File: config.mk
export PLATFORM = sky130hd
export DESIGN_NAME = call_stack_pred
export DESIGN_NICKNAME = d
export VERILOG_FILES = /design/src/rtl/call_stack_pred_pkg.sv /design/src/rtl/call_stack_pred_cs_ram.sv /design/src/rtl/call_stack_pred.sv
export SDC_FILE = /design/constraint.sdc
export NUM_CORES = 1
export LEC_CHECK = 0
export CORE_AREA = 4 4 252 254
export CTS_BUF_LIST = sky130_fd_sc_hd__clkbuf_16
export DETAILED_ROUTE_END_ITERATION = 7
export DIE_AREA = 0 0 256 258
export HOLD_SLACK_MARGIN = 0.06
export PLACE_DENSITY_LB_ADDON = 0.1
export RECOVER_POWER = 100
export SYNTH_ARGS = -nofsm -noshare
export SYNTH_HDL_FRONTEND = slang
export SYNTH_SLANG_ARGS = --single-unit
File: constraint.sdc
create_clock -name clk -period 5.9 [get_ports clk]
set_clock_uncertainty 0.15 [all_clocks]
set_input_delay 1.18 -clock clk [delete_from_list [all_inputs] [get_ports clk]]
set_output_delay 1.18 -clock clk [all_outputs]
set_load 0.01 [all_outputs]
File: src/rtl/call_stack_pred_pkg.sv
// Shared constants and types for the return-address call stack predictor.
// The width and depth defaults are the same constants the jump decoder uses.
package call_stack_pred_pkg;

  // Return-address width shared with the jump decoder.
  localparam int CS_IP_WIDTH = 48;

  // Number of return-address entries (power of two).
  localparam int CS_DEPTH = 16;

  // Stack operation selected for the current cycle.
  typedef enum logic [2:0] {
    CS_OP_HOLD    = 3'd0,
    CS_OP_PUSH    = 3'd1,
    CS_OP_POP     = 3'd2,
    CS_OP_SWAP    = 3'd3,
    CS_OP_RESTORE = 3'd4
  } cs_op_e;

  // Priority: restore beats push/pop and ignores in_en; an empty-stack pop holds.
  // Reset priority is applied by the caller, which gates the decoded operation.
  function automatic cs_op_e cs_decode_op(
    input logic restore,
    input logic in_en,
    input logic push,
    input logic pop,
    input logic non_empty
  );
    cs_op_e op;
    op = CS_OP_HOLD;
    if (restore) begin
      op = CS_OP_RESTORE;
    end else if (in_en) begin
      if (push && pop) begin
        op = CS_OP_SWAP;
      end else if (push) begin
        op = CS_OP_PUSH;
      end else if (pop && non_empty) begin
        op = CS_OP_POP;
      end
    end
    return op;
  endfunction

endpackage

File: src/rtl/call_stack_pred_cs_ram.sv
// Return-address storage: one synchronous write port and one asynchronous
// read port. Contents are never cleared.
module cs_ram #(
  parameter int DEPTH = 16,
  parameter int WIDTH = 48,
  parameter int AW    = $clog2(DEPTH)
) (
  input  logic             clk,
  input  logic             i_we,
  input  logic [AW-1:0]    i_waddr,
  input  logic [WIDTH-1:0] i_wdata,
  input  logic [AW-1:0]    i_raddr,
  output logic [WIDTH-1:0] o_rdata
);

  logic [WIDTH-1:0] r_mem [DEPTH];

  // Single write port; entries are left untouched by reset.
  always_ff @(posedge clk) begin
    if (i_we) begin
      r_mem[i_waddr] <= i_wdata;
    end
  end

  // Zero-latency read of the addressed entry.
  assign o_rdata = r_mem[i_raddr];

endmodule

File: src/rtl/call_stack_pred.sv
// Circular return-address stack with branch checkpoint/restore support.
// The top entry is read combinationally; pointer and occupancy are registered
// and exported so each branch can carry a checkpoint for mispredict recovery.
import call_stack_pred_pkg::*;

module call_stack_pred #(
  parameter int DEPTH    = CS_DEPTH,
  parameter int IP_WIDTH = CS_IP_WIDTH,
  parameter int PW       = $clog2(DEPTH),
  parameter int CW       = PW + 1
) (
  input  logic                clk,
  input  logic                rst,
  input  logic                in_en,
  input  logic                pushCallStack,
  input  logic                popCallStack,
  input  logic [IP_WIDTH-1:0] push_addr,
  output logic [IP_WIDTH-1:0] top_addr,
  output logic                top_vld,
  output logic [PW-1:0]       ckpt_ptr,
  output logic [CW-1:0]       ckpt_cnt,
  input  logic                restore,
  input  logic [PW-1:0]       restore_ptr,
  input  logic [CW-1:0]       restore_cnt,
  input  logic [IP_WIDTH-1:0] restore_top
);

  localparam logic [CW-1:0] FULL_CNT = CW'(DEPTH);

  logic [PW-1:0]       r_tos;
  logic [CW-1:0]       r_cnt;

  cs_op_e              w_op;
  logic [PW-1:0]       w_tos_nxt;
  logic [CW-1:0]       w_cnt_nxt;
  logic                w_we;
  logic [PW-1:0]       w_waddr;
  logic [IP_WIDTH-1:0] w_wdata;
  logic [IP_WIDTH-1:0] w_rdata;

  // Decode this cycle's stack operation.
  assign w_op = cs_decode_op(restore, in_en, pushCallStack, popCallStack,
                             (r_cnt != '0));

  // Next pointer/occupancy and the single write request for the entry array.
  // Pointer arithmetic wraps modulo DEPTH because DEPTH is a power of two.
  always_comb begin
    w_tos_nxt = r_tos;
    w_cnt_nxt = r_cnt;
    w_we      = 1'b0;
    w_waddr   = r_tos;
    w_wdata   = push_addr;
    case (w_op)
      CS_OP_PUSH: begin
        // A full stack overwrites its oldest entry; occupancy saturates.
        w_tos_nxt = r_tos + PW'(1);
        w_cnt_nxt = (r_cnt == FULL_CNT) ? r_cnt : (r_cnt + CW'(1));
        w_we      = 1'b1;
        w_waddr   = r_tos + PW'(1);
      end
      CS_OP_POP: begin
        // Entry contents stay; only the pointer moves back.
        w_tos_nxt = r_tos - PW'(1);
        w_cnt_nxt = r_cnt - CW'(1);
      end
      CS_OP_SWAP: begin
        // Return-then-call replaces the top in place; an empty stack gains one.
        w_we      = 1'b1;
        w_waddr   = r_tos;
        w_cnt_nxt = (r_cnt == '0) ? CW'(1) : r_cnt;
      end
      CS_OP_RESTORE: begin
        // The checkpointed top is rewritten because younger pushes may have
        // overwritten that slot since the checkpoint was taken.
        w_tos_nxt = restore_ptr;
        w_cnt_nxt = restore_cnt;
        w_we      = 1'b1;
        w_waddr   = restore_ptr;
        w_wdata   = restore_top;
      end
      default: begin
        w_tos_nxt = r_tos;
        w_cnt_nxt = r_cnt;
      end
    endcase
  end

  // Pointer and occupancy registers; reset outranks every other request.
  always_ff @(posedge clk) begin
    if (rst) begin
      r_tos <= '0;
      r_cnt <= '0;
    end else begin
      r_tos <= w_tos_nxt;
      r_cnt <= w_cnt_nxt;
    end
  end

  cs_ram #(
    .DEPTH (DEPTH),
    .WIDTH (IP_WIDTH),
    .AW    (PW)
  ) u_cs_ram (
    .clk     (clk),
    .i_we    (w_we && !rst),
    .i_waddr (w_waddr),
    .i_wdata (w_wdata),
    .i_raddr (r_tos),
    .o_rdata (w_rdata)
  );

  assign top_addr = w_rdata;
  assign top_vld  = (r_cnt != '0);
  assign ckpt_ptr = r_tos;
  assign ckpt_cnt = r_cnt;

endmodule

==> impl_results.md <==
- CTS resizes: 0
- Die area: 0.06605 mm²
- Top post-synthesis cells by area: edfxtp_1, mux4_2, mux2_2
- Largest net degree at the start of global routing: 51
- Area of the multi-input gates: roughly 0.0068 mm²
- Antenna diodes: 0
- Die height: 258 µm
- Crit end category: output pin
- Pre-CTS setup slack: 1093 ps
- Antenna Nets Post-Route: 0
- Critical Path RT: 4570 ps
- Avg Inst Size Synth: 24.07 µm²
- Post-route DRC: 0
- Fin area: 0.03557 mm²
- TritonRoute pass-1 iters: 5
- Clock root buffer: clkbuf_16
- Fmax: 189.4 MHz
- Post-CTS Setup Bufs: 0
- Final std cells w/o fill: ~2300
- LEAKAGE: 11.00 nW
- CTS buffer count: between 70 and 80
- CTS Hold Bufs: 0
- P&R area growth vs syn: 17.39%
- GR Util All Layers: about a fifth
- Ys async rst share: 0%
- Worst setup SP type: flop
- Max rail drop VDD: 269.7 µV
- Setup TNS: 0 ps
- Routed wire length: 63640 µm
- DR iter-0 viols: 1103
- Die Wd: 256 µm
- R2R setup slack: 1750 ps
- PD cells: 335.3 mW/mm²
- Reg area: 0.02333 mm²
- EDFF count, synth: 768
- Violated checks: max-capacitance violations, max-slew violations
- Core box area: between 0.06 and 0.07 mm²
- YS warnings: 0
- Period utilization: 89.49%
- Hold EP: ckpt_cnt[3]
- Clock transition at path regs: approximately 60 ps
- Area leader, netlist: edfxtp_1
- Fillers: 4446
- RSZ-0062 raised after global routing: false
- Hold Path Depth: 2
- Vias per inst: 5.875
- Reg-to-Reg End: u_cs_ram.r_mem[12][29]
- Gate Count Post-Synth: 1259
- First-pass GRT wire length: 96440 µm
- Tmin final: about 5300 ps
- Post-route setup slack: 620.4 ps
- I/O pin count: 169
- Final nets: 1597
- Vias in the first global route: approximately 15000
- Initial antenna violation count: 0
- Yosys top cell area share: about three quarters
- Sequential area share after synthesis: 76.96%
- Detailed-placement wirelength estimate: 35820 µm
- Hold_sp: ckpt_cnt[3]
- H-tree depth: 3
- Outcome: finished with violations
- Critical-path maximum fanout: 50
- Cell area after synthesis: 0.03031 mm²
- Slew Viols, Final: 531
- CTS tree: done
- Most used DFF post-synth: edfxtp_1
- Starting Density: approximately 49%
- Final Setup Violations: 0
- CTS sink count: 781
- Synth unique cells: around 40
- Ratio of cells with drive above 1 in the final layout: around 26%
- Worst setup path category: flop to output pin
- Worst hold path type: flop to flop
- Syn nets: 1376
- Via count: 13690
- Slew headroom: -63.33%
- # port buffers: 168
- Synthesized flop and latch total: 781
- RePlAce Congestion: 0.7253
- CP arrival: 3950 ps
- Final hold vios: 0
- Tightest Pin Transition: 2441 ps
- Rows: 91
- # placed instances: 2189
- WL per Instance: 27.30 µm
- R2r worst-path depth: 7
- Placed cell area: around 0.033 mm²
- R2r startpoint: ckpt_ptr[0]
- Clock latency on the worst-skew pair: 620 ps
- Congestion Overflow GR: 0
- Max-cap violations: 15
- Maximum clock path buffer count: 3
==> power breakdown <==
group | internal (mW) | leakage (nW) | switching [mW]
Combinational | 0.472 | 2.70 | 0.462
Clock | 2.71 | 1.27 | 1.99
Sequential | 6.23 | 7.03 | 0.0709
Total | 9.41 | 11.0 | 2.52
==> through the flow <==
step,util [%],power [mW],hold WS [ps]
3_5_place_dp,54.34,7.398,419.2
6_report,58.07,11.93,428.4
5_1_grt,58.07,12.36,443.4
4_1_cts,58.33,12.09,427.1
3_3_place_gp,54.34,7.383,386.7
2_1_floorplan,-,6.945,384.0
==> flip-flops by register name, summed over array words and instances (netlist names), named ones only <==
name            flops
ckpt_ptr            4
ckpt_cnt            5
u_cs_ram.r_mem    768
==> synth_stat cells (4+ instances only) <==
library cell    n
inv_1           7
nand3_1         6
dfxtp_1        13
nor2b_1         5
ha_1            5
edfxtp_1      768
mux2_2         50
nor3_1          4
a21oi_1        10
nand2_1        13
buf_2          21
mux4_2        240
clkbuf_1       35
buf_1           8
nor2_1         28
==> worst max path at each step <==
stage | cells past startpoint | startpoint | end
2_1_floorplan | 6 | in_en | u_cs_ram.r_mem[11][0]
3_3_place_gp | 7 | in_en | u_cs_ram.r_mem[9][29]
3_5_place_dp | 7 | in_en | u_cs_ram.r_mem[9][27]
4_1_cts | 4 | flop | top_addr[35]
5_1_grt | 4 | flop | top_addr[33]
6_report | 4 | flop | top_addr[16]
==> area by class of cell <==
type | count | share of cell area, %
well taps | 790 | 2.779
clock inverters | 59 | 1.020
repair buffers | 205 | 5.715
flip-flops and latches | 781 | 65.60
multi-input cells | 406 | 18.98
clock buffers | 83 | 5.838
inverters | 7 | 0.07386
==> cells by family after synthesis <==
family          count (synthesis)  synth area share (%)
simple gates                   73                 1.168
xor+xnor                        5                0.1445
flops                         781                 76.96
buf+inv                        72                0.9826
mux                           293                 19.79
fa+ha+maj                       6                0.2725
compound gates                 29                0.6813
==> worst max-delay path: stages (launching register included) <==
cell and delay [ps]:
dfxtp_2 1330, buf_12 390, mux4_2 390, mux4_2 500, dlygate4sd3_1 620
==> routing by layer <==
layer / track usage [%] / wire length, µm / up-vias
li1: - / - / 5878
met1: 26.55 / 26420 / 7352
met2: 33.57 / 33050 / 371
met3: 3.452 / 2918 / 93
met4: 4.906 / 1260 / 0
met5: 0 / 0 / -
==> cells in the final DEF, fill, tap and decap left out, types with 6 or more instances in the layout <==
cell,instances
clkdlybuf4s50_1,134
dfxtp_1,9
nor2_1,17
nand2_1,13
mux4_2,240
mux2_1,48
edfxtp_1,768
buf_12,11
dlygate4sd3_1,33
clkbuf_16,83
a21oi_1,10
nand3_1,6
inv_1,24
clkinv_1,23
buf_4,6
nor2_4,11
clkbuf_1,7
clkinv_2,11
clkbuf_2,14
(Power assumes the default switching activity.)
